**config.mk**
```make
export PLATFORM = sky130hd
export DESIGN_NAME = pdm_capture
export DESIGN_NICKNAME = d
export VERILOG_FILES = /design/src/rtl/pdm_capture.sv
export SDC_FILE = /design/constraint.sdc
export NUM_CORES = 1
export LEC_CHECK = 0
export ABC_AREA = 0
export CORE_AREA = 2 2 78 80
export DETAILED_ROUTE_END_ITERATION = 10
export DIE_AREA = 0 0 80 82
export PLACE_DENSITY = 0.79
export SLEW_MARGIN = 25
export SYNTH_ARGS = -nofsm -noshare
export SYNTH_HDL_FRONTEND = slang
export SYNTH_SLANG_ARGS = --single-unit
```
**constraint.sdc**
```tcl
create_clock -name clock_i -period 3 [get_ports clock_i]
set_input_delay 0.6 -clock clock_i [delete_from_list [all_inputs] [get_ports clock_i]]
set_output_delay 0.6 -clock clock_i [all_outputs]
set_load 0.05 [all_outputs]
```
**src/rtl/pdm_capture.sv**
```systemverilog
// Purpose: clocks a PDM mic while enabled, decimates the bit stream by ones-count into PCM words with memory indices.
// Latency: first word valid 2*HALF_PERIOD*(WARMUP_BITS+WINDOW) cycles after capture starts, then every 2*HALF_PERIOD*WINDOW.
// Backpressure: none; sample_valid_o is a write strobe the memory must accept, enable_i low aborts at once.
module pdm_capture #(
    parameter int HALF_PERIOD = 50,
    parameter int WARMUP_BITS = 1024,
    parameter int WINDOW      = 256,
    parameter int SAMPLE_W    = 8,
    parameter int ADDR_W      = 17,
    parameter int NUM_SAMPLES = 131072
) (
    input  logic                clock_i,
    input  logic                reset_i,
    input  logic                enable_i,
    output logic                done_o,
    output logic                mic_clk_o,
    input  logic                mic_data_i,
    output logic [SAMPLE_W-1:0] sample_o,
    output logic [ADDR_W-1:0]   sample_index_o,
    output logic                sample_valid_o
);

    localparam int DIV_W      = (HALF_PERIOD > 1) ? $clog2(HALF_PERIOD) : 1;
    localparam int CNT_MAX    = (WARMUP_BITS > WINDOW) ? WARMUP_BITS : WINDOW;
    localparam int CNT_W      = $clog2(CNT_MAX + 1);
    localparam int ACC_W      = $clog2(WINDOW + 1);
    localparam int SAMPLE_MAX = (1 << SAMPLE_W) - 1;

    localparam logic [DIV_W-1:0]  DIV_LAST  = DIV_W'(HALF_PERIOD - 1);
    localparam logic [CNT_W-1:0]  WARM_LAST = CNT_W'(WARMUP_BITS - 1);
    localparam logic [CNT_W-1:0]  WIN_LAST  = CNT_W'(WINDOW - 1);
    localparam logic [ADDR_W-1:0] IDX_LAST  = ADDR_W'(NUM_SAMPLES - 1);

    typedef enum logic [1:0] {IDLE, WARMUP, RUN, DONE} state_t;

    state_t              state, state_nxt;
    logic [DIV_W-1:0]    div_cnt;
    logic                mic_clk;
    logic [1:0]          sync;
    logic [CNT_W-1:0]    bit_cnt;
    logic [ACC_W-1:0]    acc;
    logic [ACC_W-1:0]    acc_sum;
    logic [SAMPLE_W-1:0] sample_sat;
    logic [SAMPLE_W-1:0] sample;
    logic [ADDR_W-1:0]   index;
    logic                valid;
    logic                active, sample_pt, warm_done, win_done, last_word;

    assign active    = (state == WARMUP) || (state == RUN);
    // Last divider count with the mic clock high: the bit is stable just before the falling edge.
    assign sample_pt = active && (div_cnt == DIV_LAST) && mic_clk;
    assign warm_done = (state == WARMUP) && sample_pt && (bit_cnt == WARM_LAST);
    assign win_done  = (state == RUN) && sample_pt && (bit_cnt == WIN_LAST) && enable_i;
    assign last_word = valid && (index == IDX_LAST);
    assign acc_sum   = acc + ACC_W'(sync[1]);

    // Saturate the window count (including the current bit) to the PCM word width.
    always_comb begin
        sample_sat = SAMPLE_W'(acc_sum);
        if (32'(acc_sum) > SAMPLE_MAX) begin
            sample_sat = '1;
        end
    end

    // Next-state logic; enable low always wins and returns to IDLE.
    always_comb begin
        state_nxt = state;
        case (state)
            IDLE:    if (enable_i)  state_nxt = WARMUP;
            WARMUP:  if (warm_done) state_nxt = RUN;
            RUN:     if (last_word) state_nxt = DONE;
            DONE:    state_nxt = DONE;
            default: state_nxt = IDLE;
        endcase
        if (!enable_i) begin
            state_nxt = IDLE;
        end
    end

    // State register.
    always_ff @(posedge clock_i or negedge reset_i) begin
        if (!reset_i) begin
            state <= IDLE;
        end else begin
            state <= state_nxt;
        end
    end

    // Two-flop synchronizer for the asynchronous mic data.
    always_ff @(posedge clock_i or negedge reset_i) begin
        if (!reset_i) begin
            sync <= 2'b00;
        end else begin
            sync <= {sync[0], mic_data_i};
        end
    end

    // Mic clock divider: parked at zero outside capture, free-running across WARMUP->RUN.
    always_ff @(posedge clock_i or negedge reset_i) begin
        if (!reset_i) begin
            div_cnt <= '0;
            mic_clk <= 1'b0;
        end else if ((state_nxt == IDLE) || (state_nxt == DONE)) begin
            div_cnt <= '0;
            mic_clk <= 1'b0;
        end else if (active) begin
            if (div_cnt == DIV_LAST) begin
                div_cnt <= '0;
                mic_clk <= ~mic_clk;
            end else begin
                div_cnt <= div_cnt + DIV_W'(1);
            end
        end
    end

    // Bit counter (warmup bits, then bits within a window) and ones accumulator.
    always_ff @(posedge clock_i or negedge reset_i) begin
        if (!reset_i) begin
            bit_cnt <= '0;
            acc     <= '0;
        end else if (state_nxt != state) begin
            bit_cnt <= '0;
            acc     <= '0;
        end else if (sample_pt) begin
            if ((state == RUN) && (bit_cnt == WIN_LAST)) begin
                bit_cnt <= '0;
                acc     <= '0;
            end else begin
                bit_cnt <= bit_cnt + CNT_W'(1);
                if (state == RUN) begin
                    acc <= acc_sum;
                end
            end
        end
    end

    // Output word, write strobe and memory index; index holds at the last word in DONE.
    always_ff @(posedge clock_i or negedge reset_i) begin
        if (!reset_i) begin
            sample <= '0;
            valid  <= 1'b0;
            index  <= '0;
        end else begin
            valid <= win_done;
            if (win_done) begin
                sample <= sample_sat;
            end
            if (state == IDLE) begin
                index <= '0;
            end else if (valid && !last_word) begin
                index <= index + ADDR_W'(1);
            end
        end
    end

    assign done_o         = (state == DONE);
    assign mic_clk_o      = mic_clk;
    assign sample_o       = sample;
    assign sample_index_o = index;
    assign sample_valid_o = valid;

endmodule

```
==> flow_metrics.env, run 1 <==
export IMPL_outcome="finished, final reports clean"
export IMPL_tritoncts_num_sinks=57
export IMPL_drc_errors=0
export IMPL_hold_vio_cnt_final=0
export IMPL_cp_data_required_time_ns=3.24
export IMPL_initial_drc_count=137
export IMPL_fp_dieH_um=82
export IMPL_post_synth_edffs=0
export IMPL_ys_ff_latch=57
export IMPL_finalCritPeriodShare_pct=88.79
export IMPL_fin_worst_hold_slack_ns=0.3195
export IMPL_multi_input_area_mm2=0.001637
export IMPL_ctsHoldBuffers=0
export IMPL_skew_ns=0.01364
export IMPL_detail_route_first_pass_iterations=4
export IMPL_finish_instance_area_mm2=0.003702
export IMPL_post_route_cells_drive_above_1_share_pct=8.511
export IMPL_cellLeakagePower_uw=0.001536
export IMPL_worst_max_slew_pin_slew_ns=0.7150
export IMPL_path_max_fanout=19
export IMPL_holdCritPathClass="in2async"
export IMPL_cpLargestDelayFamily="simple AND/OR/NAND/NOR gates"
export IMPL_first_global_vias=2272
export IMPL_post_cts_setup_buffers=0
export IMPL_via_count=2515
export IMPL_area_growth_synth_to_final_pct=17.98
export IMPL_area_leader_netlist="dfrtp_1"
export IMPL_place_detailed_hpwl_um=4542
export IMPL_synthesis_instances=335
export IMPL_yosysUniqueCellTypes=52
export IMPL_grt_ovfl_total=0
export IMPL_vdd_drop_max_mv=0.2238
export IMPL_yosysSeqAreaShare_pct=45.45
export IMPL_vias_per_cell=5.576
export IMPL_buffer_ports_inserted=31
export IMPL_post_synth_top_count_cell="dfrtp_1"
export IMPL_p_clk_share_pct=42.0
export IMPL_timing_final_setup_violations=0
export IMPL_num_antenna_cells=0
export IMPL_worst_path_max_stage_delay_ns=0.44
export IMPL_rsz0062_at_grt="false"
export IMPL_coreArea_mm2=0.005746
export IMPL_drt_wirelength_per_cell_um=14.08
export IMPL_gp_routability_congestion=0.8418
export IMPL_filler_cell_count=480
export IMPL_async_reset_ff_share_pct=100.0
export IMPL_ant_nets=0
export IMPL_grt_total_usage_pct=20.99
export IMPL_final_cells=451
export IMPL_fin_nets=389
export IMPL_net_switching_power_uw=355.9
export IMPL_synthesis_area_mm2=0.003138
export IMPL_critPathSlowestCell="a311oi_1"
export IMPL_design_die_area_mm2=0.006560
export IMPL_number_of_buffers_and_inverters_on_the_critical_path=0
export IMPL_layout_min_cycle_time_ns=2.664
export IMPL_row_count=28
export IMPL_fin_tns_setup_ns=0
export IMPL_maximum_number_of_pins_on_one_net_before_global_route_repair=33
export IMPL_cellPowerDensity_mw_per_mm2=401.4
export IMPL_ys_dominant_reg_cell="dfrtp_1"
export IMPL_postCtsResizedCells=0
export IMPL_timing_fmax_mhz=375.4
export IMPL_tritoncts="done"
export IMPL_worst_setup_path_type="reg2reg"
export IMPL_cts_htree_levels=3
export IMPL_cp_arrival_ns=2.90
export IMPL_pwr_share_comb_pct=5.6
export IMPL_switching_share_pct=23.95
export IMPL_syn_area_per_cell_um2=9.367
export IMPL_grt_pass1_wl_um=10670
export IMPL_initial_core_util_pct=54.62
export IMPL_chipWidth_um=80
export IMPL_floorplan_io_pins=32
export IMPL_drv_slew=0
export IMPL_yosys_warnings=0
export IMPL_mappedNetlistNets=351
export IMPL_layout_area_seq_mm2=0.001426
export IMPL_critical_path_startpoint_type="flop"
export IMPL_path_cells="and4_1 -> nand4_1 -> nor4_1 -> ha_1 -> a21oi_1 -> o21ai_1 -> a311oi_1 -> nand3_2 -> nor3_1"
export IMPL_final_routed_wirelength_across_all_metal_layers_um=6349
export IMPL_synthTopCellsByArea="dfrtp_1, nor2_1, ha_1, xor2_1, a21oi_1"
export IMPL_number_of_cts_inserted_buffers=9
export IMPL_initial_antenna_violation_count=0
export IMPL_cts_root_buf="clkbuf_8"
export IMPL_netlist_area_leader_share_pct=45.45
export IMPL_synth_common_cells="dfrtp_1, nor2_1, nand2_1"
export IMPL_placedInstanceArea_mm2=0.003533
export IMPL_end_kind="flop"
export IMPL_sequentialPowerShare_pct=52.4
export IMPL_path_clk_slew_ns=0.06
export IMPL_cts_root_to_sink_buffers=2
export IMPL_p_int_uw=1130
export IMPL_maxCapViolations=0
export IMPL_maxSlewHeadroom_pct=52.34
export IMPL_placedCellCount=437
export IMPL_clk_latency_ns=0.34
kinds of logic after synthesis:
family / count (synthesis) / synth area share [%]
compound gates: 51 / 10.49
xor+xnor: 30 / 8.373
fa+ha+maj: 12 / 4.785
buf+inv: 17 / 2.392
flops: 57 / 45.45
mux: 3 / 0.9570
simple gates: 165 / 27.55
sequential cells by signal, indices dropped and copies added (netlist names):
signal	count
sync	2
sample_valid_o	1
mic_clk_o	1
state	2
div_cnt	6
bit_cnt	11
sample_index_o	17
acc	9
sample_o	8
final cells by class:
cell class	instances	share of cell area (%)
Clock buffer	11	4.089
Clock inverter	3	0.4731
Inverter	7	0.7097
Multi-Input combinational cell	261	44.20
Sequential cell	57	38.53
Tap cell	75	2.535
Timing Repair Buffer	37	9.463
power groups by stage:
| stage | Sequential [uW] | Clock (uW) | Combinational [uW] |
|---|---|---|---|
| 6_report | 779 | 624 | 82.8 |
| 5_1_grt | 779 | 671 | 94.8 |
| 4_1_cts | 779 | 639 | 84.0 |
| 3_5_place_dp | 793 | 0 | 83.8 |
| 3_3_place_gp | 793 | 0 | 81.8 |
| 2_1_floorplan | 792 | 0 | 51.4 |
per-layer routing:
metal	vias to the layer above	track usage, %	share of wire (%)
li1	1257	-	-
met3	9	3.736	3.7
met2	53	34.33	48
met1	1196	27.49	47
met4	0	9.153	1.5
met5	-	0	0
cells in the final DEF, fill, tap and decap left out, types with 2 or more instances in the layout:
cell and instances:
a211oi_1 2, a21oi_1 25, and2_1 2, and3_1 5
and4_1 6, buf_4 6, clkbuf_8 11, clkdlybuf4s50_1 30
clkinv_2 2, dfrtp_1 57, ha_1 12, inv_1 7
mux2i_1 3, nand2_1 29, nand2b_1 3, nand3_1 12
nand3b_1 4, nand4_1 11, nand4b_1 2, nor2_1 53
nor2b_1 4, nor3_1 11, nor4_1 5, o21ai_0 8
o22a_1 3, or3_1 4, or3b_2 3, xnor2_1 14
xor2_1 16
path summary, 6_finish.rpt:
kind                            cells past startpoint         startpoint  slack, ns           endpoint
max in group asynchronous                           2            reset_i       2.01         bit_cnt[0]
worst min-delay path                                1            reset_i       0.32  sample_index_o[7]
min in group clock_i                                0            sync[0]       0.36            sync[1]
worst max register to register                      9  sample_index_o[7]       0.34         bit_cnt[3]
worst min register to register                      0            sync[0]       0.36            sync[1]
worst max-delay path                                9  sample_index_o[7]       0.34         bit_cnt[3]
stage by stage:
stage / utilization, % / total power [uW] / setup slack, ns
2_1_floorplan: - / 843.0 / 0.1994
3_3_place_gp: 61.50 / 874.4 / 0.3469
3_5_place_dp: 61.50 / 876.7 / 0.2312
4_1_cts: 64.44 / 1501 / 0.2285
5_1_grt: 64.44 / 1545 / 0.008639
6_report: 64.44 / 1486 / 0.3364
Power figures use the tool's default switching activity.
==> run 2, diff against run 1 <==
--- a/config.mk
+++ b/config.mk
@@ -5,11 +5,11 @@
 export SDC_FILE = /design/constraint.sdc
 export NUM_CORES = 1
 export LEC_CHECK = 0
-export ABC_AREA = 0
-export CORE_AREA = 2 2 78 80
+export ABC_AREA = 1
+export CORE_AREA = 2 2 99 101
 export DETAILED_ROUTE_END_ITERATION = 10
-export DIE_AREA = 0 0 80 82
-export PLACE_DENSITY = 0.79
+export DIE_AREA = 0 0 101 103
+export PLACE_DENSITY = 0.53
 export SLEW_MARGIN = 25
 export SYNTH_ARGS = -nofsm -noshare
 export SYNTH_HDL_FRONTEND = slang
==> flow_metrics.env, run 2 <==
export IMPL_mostFrequentLayoutCell="dfrtp_1"
export IMPL_sequentialPowerShare_pct=45.7
export IMPL_clk_latency_ns=0.35
export IMPL_outcome="finished, final reports clean"
export IMPL_fin_nets=420
export IMPL_synth_common_cells="dfrtp_1, nand2_1, inv_1"
export IMPL_yosysUniqueCellTypes=42
export IMPL_cts_root_buf="clkbuf_8"
export IMPL_critPathSlowestCell="dfrtp_1"
export IMPL_cts_root_to_sink_buffers=2
export IMPL_vdd_drop_max_mv=0.1831
export IMPL_netlist_area_leader_share_pct=44.95
export IMPL_hold_vio_cnt_final=0
export IMPL_skew_ns=0.01004
export IMPL_cpLargestDelayFamily="simple AND/OR/NAND/NOR gates"
export IMPL_floorplan_io_pins=32
export IMPL_post_synth_edffs=0
export IMPL_path_cells="ha_1 -> nand3_1 -> inv_1 -> nand2_1 -> nor4_1 -> ha_1 -> nand2_1 -> a21boi_0 -> nor3_1 -> nand2_2 -> inv_2 -> o21ai_0 -> nand3_2 -> buf_12 -> nor2_2"
export IMPL_post_cts_setup_buffers=0
export IMPL_maximum_number_of_pins_on_one_net_before_global_route_repair=22
export IMPL_filler_cell_count=942
export IMPL_post_synth_top_count_cell="dfrtp_1"
export IMPL_post_route_cells_drive_above_1_share_pct=16.87
export IMPL_grt_ovfl_total=0
export IMPL_postCtsResizedCells=0
export IMPL_worst_r2r_path_depth=15
export IMPL_fp_dieH_um=103
export IMPL_p_int_uw=1306
export IMPL_path_clk_slew_ns=0.07
export IMPL_area_leader_netlist="dfrtp_1"
export IMPL_path_max_fanout=12
export IMPL_initial_core_util_pct=33.54
export IMPL_crit_cells=15
export IMPL_ant_nets=0
export IMPL_drv_slew=0
export IMPL_gp_routability_congestion=0.7952
export IMPL_crit_start="sample_index_o[0]"
export IMPL_yosysSeqAreaShare_pct=44.95
export IMPL_cp_arrival_ns=2.98
export IMPL_grt_pass1_wl_um=11430
export IMPL_worst_max_slew_pin_slew_ns=0.5189
export IMPL_initial_antenna_violation_count=0
export IMPL_net_switching_power_uw=411.8
export IMPL_cellLeakagePower_uw=0.001773
export IMPL_async_reset_ff_share_pct=100.0
export IMPL_setup_worst_path_end="acc[1]"
export IMPL_row_count=36
export IMPL_maxSlewHeadroom_pct=65.30
export IMPL_worst_setup_path_type="reg2reg"
export IMPL_mappedNetlistNets=380
export IMPL_timing_final_setup_violations=0
export IMPL_regToRegSetupSlack_ns=0.29
export IMPL_finalCritPeriodShare_pct=90.27
export IMPL_regToRegEndpoint="acc[1]"
export IMPL_layout_cells_most_common_list="dfrtp_1, nand2_1, inv_1"
export IMPL_cellPowerDensity_mw_per_mm2=446.7
export IMPL_chipWidth_um=101
export IMPL_r2r_start="sample_index_o[0]"
export IMPL_maxCapViolations=0
export IMPL_synthesis_area_mm2=0.003173
export IMPL_grt_total_usage_pct=14.07
export IMPL_yosys_warnings=0
export IMPL_end_kind="flop"
export IMPL_cp_data_required_time_ns=3.28
export IMPL_critical_path_startpoint_type="flop"
export IMPL_ctsHoldBuffers=0
export IMPL_layout_min_cycle_time_ns=2.708
export IMPL_drt_wirelength_per_cell_um=12.77
export IMPL_p_clk_share_pct=46.5
export IMPL_ys_dominant_reg_cell="dfrtp_1"
export IMPL_holdCritPathClass="in2async"
export IMPL_first_global_vias=2466
export IMPL_vias_per_cell=4.795
export IMPL_design_die_area_mm2=0.01040
export IMPL_detail_route_first_pass_iterations=4
export IMPL_tritoncts="done"
export IMPL_ys_ff_latch=57
export IMPL_final_cells=523
export IMPL_switching_share_pct=23.97
export IMPL_fin_tns_setup_ns=0
export IMPL_drc_errors=0
export IMPL_coreArea_mm2=0.009459
export IMPL_syn_area_per_cell_um2=8.717
export IMPL_place_detailed_hpwl_um=4741
export IMPL_buffer_ports_inserted=31
export IMPL_number_of_cts_inserted_buffers=9
export IMPL_area_growth_synth_to_final_pct=21.18
export IMPL_worst_path_max_stage_delay_ns=0.42
export IMPL_largest_register_ff_count=17
export IMPL_synthesis_instances=364
export IMPL_initial_drc_count=98
export IMPL_pwr_share_comb_pct=7.8
export IMPL_cts_htree_levels=3
export IMPL_rsz0062_at_grt="false"
export IMPL_number_of_buffers_and_inverters_on_the_critical_path=3
export IMPL_synthTopCellsByArea="dfrtp_1, nand2_1, inv_1, ha_1, nor2_2"
export IMPL_tritoncts_num_sinks=57
export IMPL_placedCellCount=507
export IMPL_via_count=2508
export IMPL_num_antenna_cells=0
export IMPL_final_routed_wirelength_across_all_metal_layers_um=6677
export IMPL_timing_fmax_mhz=369.3
run 2: worst register-to-register path, delay by kind of cell (launching register included):
family,cells,cell delay (ns)
AO/OA/AOI/OAI,2,0.32
adder cells (fa/ha/maj),2,0.45
flip-flops,1,0.42
buffers and inverters,3,0.44
AND/OR/NAND/NOR,8,1.04
run 2: layout make-up:
cell class / count / area (um2) / share of cell area (%)
Multi-Input combinational cell: 247 / 1501 / 39.05
Sequential cell: 57 / 1426 / 37.10
Timing Repair Buffer: 36 / 355.3 / 9.242
Inverter: 53 / 198.9 / 5.174
Tap cell: 114 / 142.6 / 3.710
Clock buffer: 11 / 141.4 / 3.677
Clock inverter: 5 / 78.83 / 2.050
run 2: cells by family (layout without fill, tap and decap cells):
group	after synthesis	in the layout	share of synthesized area, %
compound gates	52	52	10.45
xor+xnor	15	15	4.141
fa+ha+maj	12	12	4.732
buf+inv	60	105	7.729
flops	57	57	44.95
mux	1	1	0.3155
simple gates	167	167	27.68
run 2: metal layers:
metal / track usage, % / part of all wire (%)
met5: 0 / 0
met4: 5.301 / 1.5
met3: 4.271 / 3.6
met2: 21.85 / 45
met1: 18.59 / 50
run 2: through the flow:
| stage | instance area, um2 | utilization [%] | worst slack (ns) | hold WS, ns | power (uW) |
|---|---|---|---|---|---|
| final | 3845 | 40.65 | 0.2920 | 0.2160 | 1718 |
| after global routing | 3845 | 40.65 | 0.06608 | 0.2394 | 1801 |
| after CTS | 3845 | 40.65 | 0.2771 | 0.2169 | 1756 |
| after detailed placement | 3625 | 38.32 | 0.2706 | 0.3347 | 935.9 |
| after global placement | 3625 | 38.32 | 0.3559 | 0.3395 | 935.4 |
| after floorplan | 3173 | - | 0.4139 | 0.3044 | 884.8 |
run 2: how the worst min path moves through the flow:
stage | startpoint | slack, ns | endpoint
after CTS | reset_i | 0.22 | bit_cnt[9]
after global placement | sync[0] | 0.34 | sync[1]
final | reset_i | 0.22 | sample_index_o[2]
after global routing | reset_i | 0.24 | sample_index_o[2]
after floorplan | reset_i | 0.30 | acc[0]
after detailed placement | sync[0] | 0.33 | sync[1]
run 2: power by group through the flow:
| stage | clock network, uW | registers [uW] | logic (uW) |
|---|---|---|---|
| final | 798 | 785 | 134 |
| after detailed placement | 0 | 799 | 137 |
| after floorplan | 0 | 818 | 67.0 |
| after CTS | 834 | 785 | 137 |
| after global placement | 0 | 799 | 137 |
| after global routing | 866 | 786 | 149 |
==> RTL change 1, RTL diff (settings of run 2) <==
Register the output `sample_index_o` once more, without a reset; this adds one clock of latency there. The other outputs are not delayed to match.
--- a/src/rtl/pdm_capture.sv
+++ b/src/rtl/pdm_capture.sv
@@ -158,3 +158,5 @@
     assign sample_o       = sample;
-    assign sample_index_o = index;
+    always_ff @(posedge clock_i) begin
+        sample_index_o <= index;
+    end
     assign sample_valid_o = valid;
Check against the original RTL: no difference found for any inputs over 10 cycles, from zero or initial values and one cycle with reset_i low; that may be too few to reach the edited logic, so the function may still have changed.
==> RTL change 1 against run 2 <==
Sequential cell count rose by 17. Area after synthesis is 10% higher. Critical endpoint is now bit_cnt[1]. Routed wire length increased by 3.0%. Via count is 5.0% higher. Core utilization rose by 2.9 points. Setup slack improved by 0.12 ns. Count of clock-buffer cells in the layout is the same. Sequential share of layout area is 5.7 points higher. Critical path type unchanged. Total power increased by 12%. Final area increased by 7.3%. Fmax increased by 4.7%. First-iteration DRC count is 30% lower.
==> RTL change 1: results (changes against run 2) <==
Placement
  • Hpwl dp: 4740 um (about the same)
  • Dpl cells: 529 (was 507)
  • Routability cong.: 0.804 (was 0.795)

Power and ir drop
  • Leakage: 0.00175 uW (was 0.00177 uW)
  • Peak supply drop: 0.000230 V (was 0.000183 V)
  • Sequential power share: 52.5% (was 45.7%)

Synth
  • Yosys cell types: 33 (was 42)
  • Synth top area cells: dfrtp_1 (41%), dfxtp_1 (9.7%), inv_1 (5.1%) (was dfrtp_1 (45%), nand2_1 (6.0%), inv_1 (5.8%))
  • Synth top cells by count: dfrtp_1 (57), inv_1 (47), nand2_1 (46) (was dfrtp_1 (57), nand2_1 (51), inv_1 (49))
  • Post-synthesis cell count: 389 (was 364)
  • Sequential-to-total area share from yosys stat: 50.6% (was 45.0%)
  • FFs w/ async S/R, synth: 77.0% (was 100%)

Global routing
  • Largest net degree at the start of global routing: 58 (was 22)
  • Gr usage total: 14.5% (was 14.1%)

Route
  • 1st-iter DRT viols: 69 (was 98)
  • Final WL: 6880 um (was 6680 um)
  • First drt pass iteration count: 6 (was 4)

Cells and area
  • Share of cells above drive strength 1: 15.3% (was 16.9%)
  • Non-filler cells, final: 545 (was 523)
  • Fin nets: 442 (was 420)

STA
  • Final Skew: 0.00667 ns (was 0.0100 ns)

Min path
  • Worst min path class: reg2reg (was in2async)

Status
  • Status: complete, no violations (unchanged)

Setup path
  • Crit Path Max Fanout: 20 (was 12)
  • Worst endpoint data arrival time: 2.83 ns (was 2.98 ns)
-- RTL change 1: cell families after synthesis --
kind of cell    Yosys count  synth area share [%]
xor+xnor                 13                  3.26
compound gates           52                  8.50
simple gates            181                  26.5
fa+ha+maj                12                  4.30
buf+inv                  57                  6.85
flops                    74                  50.6
-- RTL change 1: final timing paths --
kind | start | to | slack [ns] | depth (start not counted)
min | sync[0] | sync[1] | 0.36 | 0
min reg2reg | sync[0] | sync[1] | 0.36 | 0
max in group asynchronous | reset_i | sample_o[0] | 2.12 | 2
max reg2reg | index[3] | bit_cnt[1] | 0.41 | 17
max | index[3] | bit_cnt[1] | 0.41 | 17
min in group asynchronous | reset_i | div_cnt[5] | 0.38 | 2
-- RTL change 1: area by class of cell --
type | count | area [um^2]
Clock buffer | 11 | 163
Inverter | 48 | 180
Multi-Input combinational cell | 258 | 1490
Timing Repair Buffer | 35 | 339
Fill cell | 949 | 5340
Clock inverter | 5 | 42.5
Sequential cell | 74 | 1770
Tap cell | 114 | 143
-- RTL change 1: through the flow --
| step | hold slack [ns] | instance area, um^2 | total power, uW | setup slack, ns |
|---|---|---|---|---|
| finish | 0.358 | 4120 | 1920 | 0.414 |
| global route | 0.376 | 4120 | 2010 | 0.0532 |
| CTS | 0.363 | 4120 | 1960 | 0.224 |
| detailed placement | 0.341 | 3910 | 1160 | 0.252 |
| global placement | 0.335 | 3910 | 1150 | 0.284 |
| floorplan | 0.304 | 3490 | 1110 | 0.751 |
-- RTL change 1: layer usage --
| layer | share of wire, % | vias to the layer above | track usage (%) |
|---|---|---|---|
| met4 | 2.2 | 0 | 7.28 |
| met1 | 49 | 1222 | 18.9 |
| met3 | 2.9 | 13 | 2.85 |
| met5 | 0 | - | 0 |
| li1 | - | 1355 | - |
| met2 | 46 | 43 | 23.3 |
==> RTL change 2, RTL diff (settings of run 2) <==
Made on the original files. The parameter `WARMUP_BITS` goes from 1024 to 512.
--- a/src/rtl/pdm_capture.sv
+++ b/src/rtl/pdm_capture.sv
@@ -5,3 +5,3 @@
     parameter int HALF_PERIOD = 50,
-    parameter int WARMUP_BITS = 1024,
+    parameter int WARMUP_BITS = 512,
     parameter int WINDOW      = 256,
Check against the original RTL: same outputs for any inputs over 10 cycles, from zero or initial values and one cycle with reset_i low; that may be too few to reach the edited logic, so the function may still have changed.
==> RTL change 2 against run 2 <==
Routed wire length increased by 2.4%. Via count increased by 3.2%. Total power decreased by 24%. Area after synthesis decreased by 3.0%. Combinational power decreased by 15%. Sequential cell count decreased by 1. Cell count increased by 1.5%. Non-clock buffer count unchanged. Largest power group is now sequential cells. Count of clock-buffer cells in the layout decreased by 5. Final area decreased by 5.9%. Setup slack improved by 0.18 ns.
==> RTL change 2: results (changes against run 2) <==
Global routing
  • Vias in the first global route: 2549 (was 2466)
  • Largest net degree at the start of global routing: 57 (was 22)
  • Gr usage total: 14.3% (was 14.1%)
  • Initial antenna violation count: 0 (unchanged)
  • Wire length of the first global-routing pass: 12000 um (was 11400 um)

Route
  • Via Count: 2589 (was 2508)
  • First drt pass iteration count: 4 (unchanged)
  • WL met2: 3080 um (was 3030 um)
  • 1st-iter DRT viols: 110 (was 98)
  • Final routed wire length divided by cell count: 12.9 um (was 12.8 um)
  • M1 WL: 3410 um (was 3310 um)
  • Max Used Layer: met4 (unchanged)
  • Met3 Wirelength: 261 um (was 241 um)

Setup path
  • Crit Path Max Fanout: 19 (was 12)
  • Reg2reg start: sample_index_o[1] (was sample_index_o[0])
  • Delay of the slowest critical-path stage: 0.39 ns (was 0.42 ns)
  • Worst endpoint data arrival time: 2.77 ns (was 2.98 ns)
  • RR Endpoint: acc[2] (was acc[1])
  • Worst R2R Path Depth: 14 (was 15)
  • Reg2Reg Setup Slack: 0.47 ns (was 0.29 ns)

Cells and area
  • Antenna Cells: 0 (unchanged)
  • Max reg flops: 17 (unchanged)
  • Fin nets: 432 (was 420)
  • Non-filler cells, final: 531 (was 523)
  • Share of cells above drive strength 1: 9.11% (was 16.9%)

Synth
  • Synth top cells by count: dfrtp_1 (56), inv_1 (52), nand2_1 (49) (was dfrtp_1 (57), nand2_1 (51), inv_1 (49))
  • Sequential-to-total area share from yosys stat: 45.5% (was 45.0%)
  • Syn_area_per_cell: 8.12 um^2 (was 8.72 um^2)
  • Synth top area cells: dfrtp_1 (46%), inv_1 (6.3%), nand2_1 (6.0%) (was dfrtp_1 (45%), nand2_1 (6.0%), inv_1 (5.8%))
  • Synth top area share: 45.5% (was 45.0%)
  • Post-synthesis net count: 395 (was 380)
  • Warning count from the yosys run: 0 (unchanged)

Placement
  • Hpwl dp: 4840 um (was 4740 um)
  • Dpl cells: 523 (was 507)
  • Routability cong.: 0.788 (was 0.795)

Power and ir drop
  • Peak supply drop: 0.000165 V (was 0.000183 V)
  • Leakage: 0.00154 uW (was 0.00177 uW)

Clocking
  • Clk_lat worst skew: 0.31 ns (was 0.35 ns)
  • CTS buffer count: 5 (was 9)
  • Worst-path clk slew: 0.11 ns (was 0.07 ns)
  • H-tree depth: 2 (was 3)

STA
  • Hold WS: 0.363 ns (was 0.216 ns)
  • Slew HR: 50.4% (was 65.3%)
  • Final Skew: 0.00895 ns (was 0.0100 ns)

Min path
  • Worst min path class: reg2reg (was in2async)

Status
  • Status: complete, no violations (unchanged)
[RTL change 2: layout make-up]
cell class              instances  area share, %
clock buffers                   6           2.01
flip-flops and latches         56           38.7
well taps                     114           3.94
inverters                      55           5.71
multi-input cells             262           39.7
clock inverters                 2          0.450
repair buffers                 36           9.47
[RTL change 2: how the worst min path moves through the flow]
stage / end / cells past startpoint
3_5_place_dp: sync[1] / 0
4_1_cts: sync[1] / 0
6_report: sync[1] / 0
2_1_floorplan: acc[0] / 0
5_1_grt: sync[1] / 0
3_3_place_gp: sync[1] / 0
[RTL change 2: per-layer routing]
layer | vias up | global-route usage, %
li1 | 1326 | -
met1 | 1207 | 19.5
met2 | 48 | 23.4
met3 | 8 | 2.64
met4 | 0 | 4.16
met5 | - | 0
[RTL change 2: stage by stage]
step | total power, uW | utilization (%) | cell area, um^2 | setup WS, ns
after floorplan | 858 | - | 3080 | 0.394
after global placement | 902 | 37.3 | 3530 | 0.510
after detailed placement | 903 | 37.3 | 3530 | 0.463
after CTS | 1340 | 38.3 | 3620 | 0.433
after global routing | 1380 | 38.3 | 3620 | 0.0493
final | 1310 | 38.3 | 3620 | 0.468
[RTL change 2: where the power goes]
| part | leakage (uW) | internal [uW] | switching [uW] |
|---|---|---|---|
| Clock | 0.0000414 | 167 | 259 |
| Sequential | 0.000757 | 764 | 6.99 |
| Combinational | 0.000744 | 29.3 | 85.1 |
| Total | 0.00154 | 960 | 351 |
[RTL change 2: cells by family (layout without fill, tap and decap cells)]
kind of cell	after synthesis	after routing	share of synthesized area [%]
AOI/OAI and AO/OA	63	63	11.4
xor gates and xnor gates	12	12	3.42
DFF	56	56	45.5
adders and majority gates	12	12	4.88
and+or+nand+nor	175	175	27.0
buffers and inverters	61	99	7.77
[RTL change 2: critical path, delay by kind of cell (launching register included)]
| family | cells | cell delay (ns) |
|---|---|---|
| adder cells (fa/ha/maj) | 2 | 0.43 |
| buffers and inverters | 1 | 0.05 |
| AO/OA/AOI/OAI | 2 | 0.32 |
| AND/OR/NAND/NOR | 9 | 1.24 |
| flip-flops | 1 | 0.39 |
